`config.mk`:
```
export PLATFORM = sky130hd
export DESIGN_NAME = alarm_ctrl
export DESIGN_NICKNAME = d
export VERILOG_FILES = /design/src/rtl/alarm_ctrl.sv
export SDC_FILE = /design/constraint.sdc
export NUM_CORES = 1
export LEC_CHECK = 0
export CAP_MARGIN = 40
export CORE_UTILIZATION = 47
export CTS_BUF_LIST = sky130_fd_sc_hd__clkbuf_4
export DETAILED_ROUTE_END_ITERATION = 12
export GPL_ROUTABILITY_DRIVEN = 0
export GPL_TIMING_DRIVEN = 0
export PLACE_DENSITY = 0.79
export SLEW_MARGIN = 30
export SYNTH_ARGS = -nofsm -noshare
export SYNTH_HDL_FRONTEND = slang
export SYNTH_SLANG_ARGS = --single-unit
```
`constraint.sdc`:
```
create_clock -name clk -period 5.4 [get_ports clk]
set_input_delay 1.08 -clock clk [delete_from_list [all_inputs] [get_ports clk]]
set_output_delay 1.08 -clock clk [all_outputs]
set_load 0.01 [all_outputs]
```
`src/rtl/alarm_ctrl.sv`:
```
// Alarm time register, time comparator and arm/ring/snooze FSM.
// Define ALARM_SNOOZE_EN to compile in the snooze state and BCD adder.
module alarm_ctrl #(
  parameter int RING_SECS  = 60,
  parameter int SNOOZE_MIN = 5
) (
  input  logic       clk,
  input  logic       rst,
  input  logic       sec_tick,
  input  logic [7:0] time_hr,
  input  logic [7:0] time_min,
  input  logic [7:0] time_sec,
  input  logic       set_mode,
  input  logic       inc_hr,
  input  logic       inc_min,
  input  logic       arm,
  input  logic       stop,
  input  logic       snooze,
  output logic [7:0] alarm_hr,
  output logic [7:0] alarm_min,
  output logic       ringing,
  output logic       snooze_active
);

`ifdef ALARM_SNOOZE_EN
  typedef enum logic [1:0] {
    IDLE, ARMED, RINGING, SNOOZE
  } state_t;
`else
  typedef enum logic [1:0] {
    IDLE, ARMED, RINGING
  } state_t;
`endif

  localparam logic [8:0] RING_LIM = 9'(RING_SECS);

  state_t     state, state_n;
  logic [7:0] hr_q, min_q, cnt_q;
  logic [7:0] tgt_hr, tgt_min;
  logic       match, match_q, trigger, valid, timeout;

  function automatic logic [7:0] bcd_inc(
    input logic [7:0] v,
    input logic [7:0] max
  );
    if (v == max) return 8'h00;
    if (v[3:0] >= 4'd9) return {v[7:4] + 4'd1, 4'd0};
    return {v[7:4], v[3:0] + 4'd1};
  endfunction

`ifdef ALARM_SNOOZE_EN
  logic [7:0] snz_hr, snz_min, snz_hr_n, snz_min_n;
  logic [6:0] m_bin, m_sum, m_nxt;
  logic [4:0] h_bin, h_nxt;
  logic       carry;

  // Snooze target: current hh:mm plus SNOOZE_MIN, minute carries into hour
  always_comb begin
    m_bin = 7'(time_min[7:4]) * 7'd10 + 7'(time_min[3:0]);
    h_bin = 5'(time_hr[7:4]) * 5'd10 + 5'(time_hr[3:0]);
    m_sum = m_bin + 7'(SNOOZE_MIN);
    carry = m_sum >= 7'd60;
    m_nxt = carry ? m_sum - 7'd60 : m_sum;
    h_nxt = h_bin;
    if (carry) h_nxt = (h_bin == 5'd23) ? 5'd0 : h_bin + 5'd1;
    snz_min_n = {4'(m_nxt / 7'd10), 4'(m_nxt % 7'd10)};
    snz_hr_n  = {4'(h_nxt / 5'd10), 4'(h_nxt % 5'd10)};
  end

  always_ff @(posedge clk) begin
    if (rst) begin
      snz_hr  <= 8'h00;
      snz_min <= 8'h00;
    end else if (state == RINGING && arm && !stop && snooze) begin
      snz_hr  <= snz_hr_n;
      snz_min <= snz_min_n;
    end
  end
`else
  logic unused_snooze;
  assign unused_snooze = snooze;
`endif

  always_comb begin
    tgt_hr  = hr_q;
    tgt_min = min_q;
`ifdef ALARM_SNOOZE_EN
    if (state == SNOOZE) begin
      tgt_hr  = snz_hr;
      tgt_min = snz_min;
    end
`endif
    valid = time_hr[7:4] <= 4'd9 && time_hr[3:0] <= 4'd9 &&
            time_min[7:4] <= 4'd9 && time_min[3:0] <= 4'd9 &&
            time_sec[7:4] <= 4'd9 && time_sec[3:0] <= 4'd9;
    match = valid && time_hr == tgt_hr &&
            time_min == tgt_min && time_sec == 8'h00;
    trigger = match && !match_q;
    timeout = sec_tick && ({1'b0, cnt_q} + 9'd1 == RING_LIM);
  end

  always_ff @(posedge clk) begin
    if (rst) state <= IDLE;
    else     state <= state_n;
  end

  always_comb begin
    state_n = state;
    if (!arm) begin
      state_n = IDLE;
    end else begin
      unique case (state)
        IDLE:  state_n = ARMED;
        ARMED: if (trigger) state_n = RINGING;
        RINGING: begin
          if (stop) state_n = ARMED;
`ifdef ALARM_SNOOZE_EN
          else if (snooze) state_n = SNOOZE;
`endif
          else if (timeout) state_n = ARMED;
        end
`ifdef ALARM_SNOOZE_EN
        SNOOZE: begin
          if (stop) state_n = ARMED;
          else if (trigger) state_n = RINGING;
        end
`endif
        default: state_n = IDLE;
      endcase
    end
  end

  always_comb begin
    ringing       = state == RINGING;
    snooze_active = 1'b0;
`ifdef ALARM_SNOOZE_EN
    snooze_active = state == SNOOZE;
`endif
  end

  always_ff @(posedge clk) begin
    if (rst) begin
      hr_q    <= 8'h06;
      min_q   <= 8'h00;
      cnt_q   <= 8'd0;
      match_q <= 1'b0;
    end else begin
      match_q <= match;
      if (set_mode && (state == IDLE || state == ARMED)) begin
        if (inc_hr)  hr_q  <= bcd_inc(hr_q, 8'h23);
        if (inc_min) min_q <= bcd_inc(min_q, 8'h59);
      end
      if (state_n == RINGING && state != RINGING) cnt_q <= 8'd0;
      else if (state == RINGING && sec_tick)      cnt_q <= cnt_q + 8'd1;
    end
  end

  assign alarm_hr  = hr_q;
  assign alarm_min = min_q;

endmodule

```
==> metrics.yaml <==
worst_hold_path:
  min_from: "cnt_q[4]$_SDFFE_PP0P_"
  min_path_cells: 1
  min_to: "cnt_q[4]$_SDFFE_PP0P_"
  hold_class: "reg2reg"
synthesis:
  synth_cell_types: 48
  yosys_warnings: 0
  syn_area_per_cell_um2: 8.20
  syn_inst: 219
  ys.flop_type: "dfxtp_1"
  async_flop_share_pct: 0
  synth-edff-count: 0
  yosysSeqAreaShare_pct: 30.1
  synth_seq_cells: 27
  syn-num-nets: 264
  syn-cell-area_um2: 1800
power_and_ir_drop:
  powerDensity_nw_per_um2: 156
  ir_drop_uv: 67.8
  total_leakage_power_nw: 0.892
layout:
  drive_above_1_share_pct: 5.19
  finalCoreUtilization_pct: 64.3
  area_growth_pct: 31.1
  final_nets: 316
  antenna_cells: 0
  design_area_um2: 2350
setup_path:
  crit_path_start_kind: "flip-flop"
  rr_endpoint: "state[0]$_SDFF_PP0_"
  ff2ff_setup_slack_ps: 3330
  crit_arrival_ps: 1860
  path_class: "reg2out"
  worst_setup_path_end_kind: "primary output"
  cp_max_fo: 8
  rr_startpoint: "alarm_hr[0]$_SDFFE_PP0P_"
  reg2regPathDepth: 5
  required_ps: 4320
cts:
  insertion_delay_ps: 330
  cts_buffer_depth: 2
  cts_inserted_buffers: 3
  cts_tree: "built"
  clock-root-buffer: "clkbuf_4"
  clkSlewWorstSetupHoldPaths_ps: 150
  cts_max_level: 1
  post_cts_resized: 0
  cts_hold_buf: 0
  cts.sinks: 27
  post_cts_buffers: 0
sta:
  setup_viol: 0
  setup-tns-final_ps: 0
  finalCritPeriodShare_pct: 54.4
  finalMaxSlewViolations: 0
  rsz0062_at_grt: "false"
  hold_viol: 0
  fmax_ghz: 0.341
  skew_ps: 4.99
  post-route-min-period_ps: 2940
die:
  fp.coreArea_um2: 3660
  row_count: 22
  initial_core_util_pct: 49.0
  pin_count: 51
  die-area_um2: 4070
  die_y_um: 63.8
  die_x_um: 63.8
detailed_routing:
  drt-vias-per-instance: 5.53
  drc: 0
  antenna_left: 0
  firstDrtPassIters: 5
  via_count: 1757
  routed_wirelength_um: 4220
  drt_iter0_drc: 98
  routedWlPerCell_um: 13.3
status:
  status: "finished clean"
global_route:
  grt.overflow.total: 0
  antenna_found_initial: 0
  grt_start_max_net_pins: 16
  grt_pass1_vias: 1535
  grt_usage_pct: 21.0
  grt_pass1_wl_um: 6890
placement:
  io_buffers: 47
  dp_hpwl_um: 3280
  place_area_um2: 2330
flow_run:
  drv_cap: 0
-- cell families after synthesis --
group / count (synthesis) / share of synthesized area (%)
AO/OA/AOI/OAI: 48 / 16.9
XOR/XNOR: 20 / 9.76
buffers and inverters: 17 / 3.76
other: 1 / 0.209
adder cells (fa/ha/maj): 12 / 8.36
flip-flops: 27 / 30.1
AND/OR/NAND/NOR: 93 / 30.2
multiplexers: 1 / 0.627
-- sequential cells by signal (all words and copies together) (netlist names) --
name,count
alarm_hr,8
alarm_min,8
cnt_q,8
match_q,1
state,2
-- cells in the mapped netlist (all sizes together), types with 2 or more instances --
cell     n  area share (%)
xor2    14             6.8
clkbuf   7             1.5
xnor2    6             2.9
o32ai    2            0.98
nand2   20             4.2
nand2b   3             1.0
o21ai   15             4.2
ha      12             8.4
and3b    3             1.5
nand3    7             2.0
dfxtp   27              30
nor4     8             4.2
a41oi    2            0.98
nor3b    2            0.84
nor3     9             2.5
nor2    24             5.0
nand4    5             3.3
a21oi   14             3.9
o22ai    2            0.70
nand3b   2            0.84
nor2b    3             1.0
a211o    2            0.98
inv      9             1.9
-- placed cells by master, fill, tap and decap left out, types with 2 or more instances in the layout --
cell / instances
nand4_2: 2
nand2_1: 20
nor4_2: 4
dfxtp_1: 27
nor4_1: 4
nor3b_1: 2
nor2_1: 24
xnor2_1: 6
a41oi_1: 2
a211o_1: 2
nor3_1: 9
o32ai_1: 2
o21ai_1: 2
a21oi_1: 14
clkbuf_4: 3
inv_1: 9
and3b_1: 3
clkbuf_1: 7
o21ai_0: 13
nand3b_1: 2
o22ai_1: 2
xor2_1: 14
clkdlybuf4s50_1: 47
nand2b_1: 3
ha_1: 12
nand4_1: 2
nand3_1: 7
nor2b_1: 3
-- report_power, final --
part | total [mW] | internal, mW | switching (mW)
logic | 0.0688 | 0.0381 | 0.0307
registers | 0.208 | 0.202 | 0.00556
clock network | 0.0905 | 0.0278 | 0.0627
total | 0.367 | 0.268 | 0.0990
-- stage by stage --
stage | hold WS (ps) | setup WS, ps | instances | power [mW]
finish | 532 | 2460 | 318 | 0.367
global route | 564 | 2370 | 318 | 0.383
CTS | 524 | 2480 | 318 | 0.369
detailed placement | 492 | 2230 | 314 | 0.281
global placement | 472 | 2230 | 314 | 0.280
floorplan | 449 | 2860 | 219 | 0.242
-- critical path: stages (launching register included) --
cell	delay [ps]
dfxtp_1	450
nor2b_1	150
clkbuf_1	320
clkdlybuf4s50_1	610
-- layer usage --
metal | wire, µm | vias to the layer above | part of all wire [%] | track usage, %
li1 | - | 891 | - | -
met1 | 2010 | 804 | 48 | 29.0
met2 | 1950 | 57 | 46 | 34.8
met3 | 223 | 5 | 5.3 | 3.21
met4 | 31 | 0 | 0.74 | 3.41
met5 | 0 | - | 0 | 0
-- worst max-delay path by stage --
| stage | from | to | cells after the start |
|---|---|---|---|
| 3_5_place_dp | time_min[7] | state[0]$_SDFF_PP0_ | 6 |
| 4_1_cts | state[1]$_SDFF_PP0_ | ringing | 3 |
| 3_3_place_gp | time_min[7] | state[0]$_SDFF_PP0_ | 6 |
| 5_1_grt | state[1]$_SDFF_PP0_ | ringing | 3 |
| 6_report | state[1]$_SDFF_PP0_ | ringing | 3 |
| 2_1_floorplan | time_min[7] | state[0]$_SDFF_PP0_ | 5 |
-- cell type report --
type | count | area [µm²]
Inverter | 9 | 33.8
Multi-Input combinational cell | 175 | 1190
Sequential cell | 27 | 541
Fill cell | 341 | 1310
Clock inverter | 1 | 5.00
Buffer | 8 | 33.8
Timing Repair Buffer | 47 | 470
Clock buffer | 3 | 22.5
Tap cell | 48 | 60.1
No activity file was read; power rests on OpenSTA's default activity.
